<file path="config.mk">
export PLATFORM = sky130hd
export DESIGN_NAME = mem_scheduler
export DESIGN_NICKNAME = d
export VERILOG_FILES = /design/src/rtl/mem_scheduler_pkg.sv /design/src/rtl/mem_scheduler_buffer_rotator.sv /design/src/rtl/mem_scheduler.sv
export SDC_FILE = /design/constraint.sdc
export NUM_CORES = 1
export LEC_CHECK = 0
export BUFFER_PORTS_ARGS = -buffer_cell sky130_fd_sc_hd__buf_2
export CAP_MARGIN = 5
export CORE_ASPECT_RATIO = 1.5
export CORE_MARGIN = 2
export CORE_UTILIZATION = 58
export CTS_BUF_LIST = sky130_fd_sc_hd__clkbuf_16
export DETAILED_ROUTE_END_ITERATION = 10
export PLACE_DENSITY = 0.87
export RECOVER_POWER = 25
export SYNTH_ARGS = -nofsm -noshare
export SYNTH_HDL_FRONTEND = slang
export SYNTH_HIERARCHICAL = 1
export SYNTH_SLANG_ARGS = --single-unit
</file>
<file path="constraint.sdc">
create_clock -name clock -period 4.1 [get_ports clock]
set_input_delay 0.615 -clock clock [delete_from_list [all_inputs] [get_ports clock]]
set_output_delay 0.615 -clock clock [all_outputs]
set_load 0.01 [all_outputs]
</file>
<file path="src/rtl/mem_scheduler_pkg.sv">
// Shared widths, frame geometry and encodings for the ZBT memory scheduler.
// Pixel words carry two 18-bit pixels.
package mem_scheduler_pkg;

    localparam int LOG_MEM     = 36;
    localparam int LOG_ADDR    = 19;
    localparam int FRAME_WORDS = 153600;

    // Identifies which requester owns a read that is still in flight
    typedef enum logic [1:0] {
        TAG_NONE = 2'd0,
        TAG_VGA  = 2'd1,
        TAG_PROC = 2'd2
    } tag_t;

    typedef enum logic [1:0] {
        GRANT_IDLE = 2'd0,
        GRANT_VGA  = 2'd1,
        GRANT_NTSC = 2'd2,
        GRANT_PROC = 2'd3
    } grant_t;

endpackage

</file>
<file path="src/rtl/mem_scheduler_buffer_rotator.sv">
// Triple-buffer role rotation between capture, ready and display banks.
// Emits the bank base address for each active role.
module buffer_rotator
    import mem_scheduler_pkg::*;
#(
    parameter int LOG_ADDR    = mem_scheduler_pkg::LOG_ADDR,
    parameter int FRAME_WORDS = mem_scheduler_pkg::FRAME_WORDS
) (
    input  logic                clock,
    input  logic                reset,
    input  logic                frame_done,
    input  logic                frame_flag,
    output logic [LOG_ADDR-1:0] display_base,
    output logic [LOG_ADDR-1:0] capture_base
);

    logic [1:0] role_d, role_c, role_r;
    logic       ready_valid;

    logic [1:0] c_mid, r_mid;
    logic       rv_mid;
    logic [1:0] d_next, c_next, r_next;
    logic       rv_next;

    function automatic logic [LOG_ADDR-1:0] base_of(input logic [1:0] role);
        case (role)
            2'd1:    base_of = LOG_ADDR'(FRAME_WORDS);
            2'd2:    base_of = LOG_ADDR'(2 * FRAME_WORDS);
            default: base_of = '0;
        endcase
    endfunction

    // Frame-done swap is applied first so a same-cycle frame_flag sees the fresh ready bank
    always_comb begin
        c_mid  = role_c;
        r_mid  = role_r;
        rv_mid = ready_valid;
        if (frame_done) begin
            c_mid  = role_r;
            r_mid  = role_c;
            rv_mid = 1'b1;
        end
        d_next  = role_d;
        c_next  = c_mid;
        r_next  = r_mid;
        rv_next = rv_mid;
        if (frame_flag && rv_mid) begin
            d_next  = r_mid;
            r_next  = role_d;
            rv_next = 1'b0;
        end
    end

    always_ff @(posedge clock) begin
        if (reset) begin
            role_d      <= 2'd0;
            role_c      <= 2'd1;
            role_r      <= 2'd2;
            ready_valid <= 1'b0;
        end else begin
            role_d      <= d_next;
            role_c      <= c_next;
            role_r      <= r_next;
            ready_valid <= rv_next;
        end
    end

    assign display_base = base_of(role_d);
    assign capture_base = base_of(role_c);

endmodule

</file>
<file path="src/rtl/mem_scheduler.sv">
// Single-port ZBT scheduler: VGA reads, NTSC writes and a processing port
// share one memory operation per clock by fixed priority.
module mem_scheduler
    import mem_scheduler_pkg::*;
#(
    parameter int LOG_MEM     = mem_scheduler_pkg::LOG_MEM,
    parameter int LOG_ADDR    = mem_scheduler_pkg::LOG_ADDR,
    parameter int FRAME_WORDS = mem_scheduler_pkg::FRAME_WORDS
) (
    input  logic                clock,
    input  logic                reset,
    input  logic                frame_flag,
    input  logic                vga_flag,
    output logic [LOG_MEM-1:0]  vga_pixel,
    output logic                done_vga,
    input  logic                ntsc_flag,
    input  logic [LOG_MEM-1:0]  ntsc_pixel,
    input  logic                ntsc_frame_done,
    output logic                done_ntsc,
    input  logic                proc_flag,
    input  logic                proc_we,
    input  logic [LOG_ADDR-1:0] proc_addr,
    input  logic [LOG_MEM-1:0]  proc_din,
    output logic                done_proc,
    output logic [LOG_MEM-1:0]  proc_dout,
    output logic                proc_valid,
    output logic [LOG_ADDR-1:0] mem_addr,
    output logic                mem_we,
    output logic [LOG_MEM-1:0]  mem_din,
    input  logic [LOG_MEM-1:0]  mem_dout
);

    grant_t              grant;
    tag_t                tag_1, tag_2;
    logic [LOG_ADDR-1:0] vga_addr, ntsc_addr;
    logic [LOG_ADDR-1:0] last_addr;
    logic [LOG_MEM-1:0]  last_din;
    logic [LOG_MEM-1:0]  vga_hold, proc_hold;
    logic [LOG_ADDR-1:0] display_base, capture_base;

    buffer_rotator #(
        .LOG_ADDR    (LOG_ADDR),
        .FRAME_WORDS (FRAME_WORDS)
    ) rotator (
        .clock        (clock),
        .reset        (reset),
        .frame_done   (ntsc_frame_done),
        .frame_flag   (frame_flag),
        .display_base (display_base),
        .capture_base (capture_base)
    );

    function automatic logic [LOG_ADDR-1:0] wrap_inc(input logic [LOG_ADDR-1:0] count);
        if (count == LOG_ADDR'(FRAME_WORDS - 1))
            wrap_inc = '0;
        else
            wrap_inc = count + 1'b1;
    endfunction

    always_comb begin
        grant = GRANT_IDLE;
        if (vga_flag)
            grant = GRANT_VGA;
        else if (ntsc_flag)
            grant = GRANT_NTSC;
        else if (proc_flag)
            grant = GRANT_PROC;
    end

    // Idle cycles replay the last address/data so the bus stays quiet
    always_comb begin
        mem_addr  = last_addr;
        mem_we    = 1'b0;
        mem_din   = last_din;
        done_ntsc = 1'b0;
        done_proc = 1'b0;
        case (grant)
            GRANT_VGA: begin
                mem_addr = display_base + vga_addr;
            end
            GRANT_NTSC: begin
                mem_addr  = capture_base + ntsc_addr;
                mem_we    = 1'b1;
                mem_din   = ntsc_pixel;
                done_ntsc = 1'b1;
            end
            GRANT_PROC: begin
                mem_addr  = proc_addr;
                mem_we    = proc_we;
                mem_din   = proc_din;
                done_proc = 1'b1;
            end
            default: ;
        endcase
    end

    always_ff @(posedge clock) begin
        if (reset) begin
            last_addr <= '0;
            last_din  <= '0;
        end else begin
            if (grant != GRANT_IDLE)
                last_addr <= mem_addr;
            if (grant == GRANT_NTSC || grant == GRANT_PROC)
                last_din <= mem_din;
        end
    end

    // Rotation pulses clear the counters even when a grant would advance them
    always_ff @(posedge clock) begin
        if (reset) begin
            vga_addr  <= '0;
            ntsc_addr <= '0;
        end else begin
            if (frame_flag)
                vga_addr <= '0;
            else if (grant == GRANT_VGA)
                vga_addr <= wrap_inc(vga_addr);

            if (ntsc_frame_done)
                ntsc_addr <= '0;
            else if (grant == GRANT_NTSC)
                ntsc_addr <= wrap_inc(ntsc_addr);
        end
    end

    always_ff @(posedge clock) begin
        if (reset) begin
            tag_1     <= TAG_NONE;
            tag_2     <= TAG_NONE;
            vga_hold  <= '0;
            proc_hold <= '0;
        end else begin
            if (grant == GRANT_VGA)
                tag_1 <= TAG_VGA;
            else if (grant == GRANT_PROC && !proc_we)
                tag_1 <= TAG_PROC;
            else
                tag_1 <= TAG_NONE;
            tag_2 <= tag_1;
            if (tag_2 == TAG_VGA)
                vga_hold <= mem_dout;
            if (tag_2 == TAG_PROC)
                proc_hold <= mem_dout;
        end
    end

    // Returned data is steered straight through in its valid cycle, then held
    assign done_vga   = (tag_2 == TAG_VGA);
    assign proc_valid = (tag_2 == TAG_PROC);
    assign vga_pixel  = done_vga   ? mem_dout : vga_hold;
    assign proc_dout  = proc_valid ? mem_dout : proc_hold;

endmodule
</file>
==> out/qor.yml <==
outcome: "complete, but fails checks"
violations: "max-capacitance violations, max-slew violations"
grt_usage_pct: 30.6
finalClockSkew_ns: 0.00838
seq_power_share_pct: 44.7
die_x_um: 110
cts_buffers: 17
h-tree-depth: 4
grt.met1_usage_pct: 32.6
grt-busiest-layer: "met2"
path_clk_slew_ns: 0.07
grt_overflow_total: 0
grt_max_degree: 70
drv_slew: 172
fin_crit_ns: 3.62
worst_pin_slew_ns: 3.06
layout.nets: 1528
wirelength_mm: 28.5
ys_types: 74
ir_drop_v: 0.000337
seq_area_frac_synth_pct: 35.9
avgSynthCellArea_um2: 8.78
comb_power_share_pct: 15.9
synthTopCellsByArea: "dfxtp_1 36%, mux2_2 8.5%, nor2b_1 5.8%"
grt_pass1_wl_mm: 42.6
cp_max_fo: 57
die_h_um: 163
maxCapViolCount: 3
synthArstFlopShare_pct: 0
io_buffers: 266
mostFrequentLayoutCell: "buf_2"
firstDrtPassIters: 5
relSlewSlack_pct: -104
antenna_found_initial: 7
worstPathRequired_ns: 3.48
yosys_warnings: 6
hold_violations: 0
min_path_cells: 2
finalSetupTns_ns: 0
synth_flop_cell: "dfxtp_1"
syn_area_um2: 9820
rsz0062_at_grt: "false"
reg2reg_depth: 9
synth_area_leader_cell: "dfxtp_1"
antenna_left: 0
clock_path_buffers: 2
synth_cells: 1118
wl_per_cell_um: 18.1
fin_util_pct: 70.1
fin_crit_sh_pct: 88.2
p_sw_share_pct: 28.8
gp_congestion: 0.977
tritoncts: "done"
synth_top_cell_area_share_pct: 35.9
areaGrowthSynthToFinish_pct: 19.2
start_kind: "primary input"
p_per_area_nw_per_um2: 340
drtIter0Drc: 656
internal-power_uw: 2830
p_leak_uw: 0.00539
r2r_slack_ns: 1.57
global_route.usage.met2_pct: 53.5
total_power_uw: 3970
via_per_inst: 5.75
grt_pass1_vias: 8479
cts-hold-fix-buffers: 0
setup_viol: 0
min_path_type: "in -> reg"
p_sw_uw: 1150
synth_edf_count: 0
grt_util_met3_pct: 8.30
ys_seq_elements: 176
final_cell_mix: "263 x buf_2, 176 x dfxtp_1, 106 x nor2_1"
end_kind: "primary output"
drive_gt1_share_pct: 28.9
ios: 267
core_um2: 16700
crit_arrival_ns: 3.00
critical_path_class: "in -> out"
clk_latency_ns: 0.43
drcViolationCount: 0
fmax_mhz: 276
die-area_um2: 18000
post_cts_buffers: 0
clockRootBuffer: "clkbuf_16"
initial_core_util_pct: 58.8
pwr-share-clk_pct: 39.4
postCtsResizedCells: 0
vias: 9079
fp-row-count: 58
hpwl_mm: 21.4
cts.sink_count: 176
## power groups by stage
| stage | sequential (µW) | clock, µW | combinational [µW] |
|---|---|---|---|
| 2_1_floorplan | 1810 | 0 | 405 |
| 3_3_place_gp | 1810 | 0 | 612 |
| 3_5_place_dp | 1820 | 0 | 623 |
| 4_1_cts | 1780 | 1590 | 626 |
| 5_1_grt | 1780 | 1660 | 688 |
| 6_report | 1780 | 1560 | 631 |
## stage by stage
stage / setup slack (ns) / cell area [µm²] / hold slack (ns) / cells
finish: 0.483 / 11700 / 0.370 / 1578
global route: 0.324 / 11700 / 0.363 / 1577
CTS: 0.565 / 11700 / 0.358 / 1572
detailed placement: 1.04 / 11100 / 0.427 / 1540
global placement: 1.07 / 11100 / 0.418 / 1540
floorplan: 1.30 / 9910 / 0.414 / 1141
## logic make-up after synthesis
group	synth area share, %
muxes	10.3
buffers and inverters	5.80
other	0.0382
xor gates and xnor gates	4.46
AOI/OAI and AO/OA	17.2
adders and majority gates	5.76
and+or+nand+nor	20.6
DFF	35.9
## synthesized netlist by cell type (all sizes together) (3+ instances only)
library cell and number:
dfxtp 176, nor2 106, nor2b 92, a21oi 82, mux2 75, nand2 59, buf 43, clkbuf 43
ha 42, nor3b 37, o22ai 36, o21ai 32, inv 31, xor2 30, nand3 27, xnor2 20
mux2i 16, a21o 15, a211oi 13, nand4 12, nor3 12, or3 9, a31oi 8, o211ai 8
a22oi 7, and3 7, nand2b 7, o21a 7, nor4 6, o31ai 6, o211a 4, o21bai 4
o311a 4, a2111oi 3, a211o 3, a21boi 3, and2 3
## sequential cells by signal (all words and copies together) (netlist names)
name / flops
last_addr: 19
vga_addr: 19
rotator/role_c: 2
tag_1: 2
rotator/role_d: 2
proc_hold: 36
rotator/ready_valid: 1
tag_2: 2
vga_hold: 36
ntsc_addr: 19
rotator/role_r: 2
last_din: 36
## routing by layer
metal,part of all wire (%),wire length [µm]
met1,37,10600
met2,51,14400
met3,7.7,2190
met4,4.6,1310
met5,0.060,17
## layout make-up
class	instances	area, µm²
diodes	6	15.0
clock buffers	17	425
clock inverters	15	148
fillers	1337	4990
inverters	31	116
multi-input cells	848	5820
flip-flops and latches	176	3520
well taps	210	263
repair buffers	275	1390
## final timing paths
check | from | to
setup / recovery | vga_flag | mem_addr[3]
hold / removal | proc_we | tag_1[1]
setup reg to reg | rotator/role_c[1] | last_addr[18]
hold reg to reg | tag_1[1] | tag_2[1]
## critical path, cell delays in order
cell and delay (ns):
buf_2 0.20, inv_1 1.32, o311a_1 0.43, a21oi_1 0.08
a21oi_1 0.18, buf_2 0.17
No activity file was read; power rests on OpenSTA's default activity.
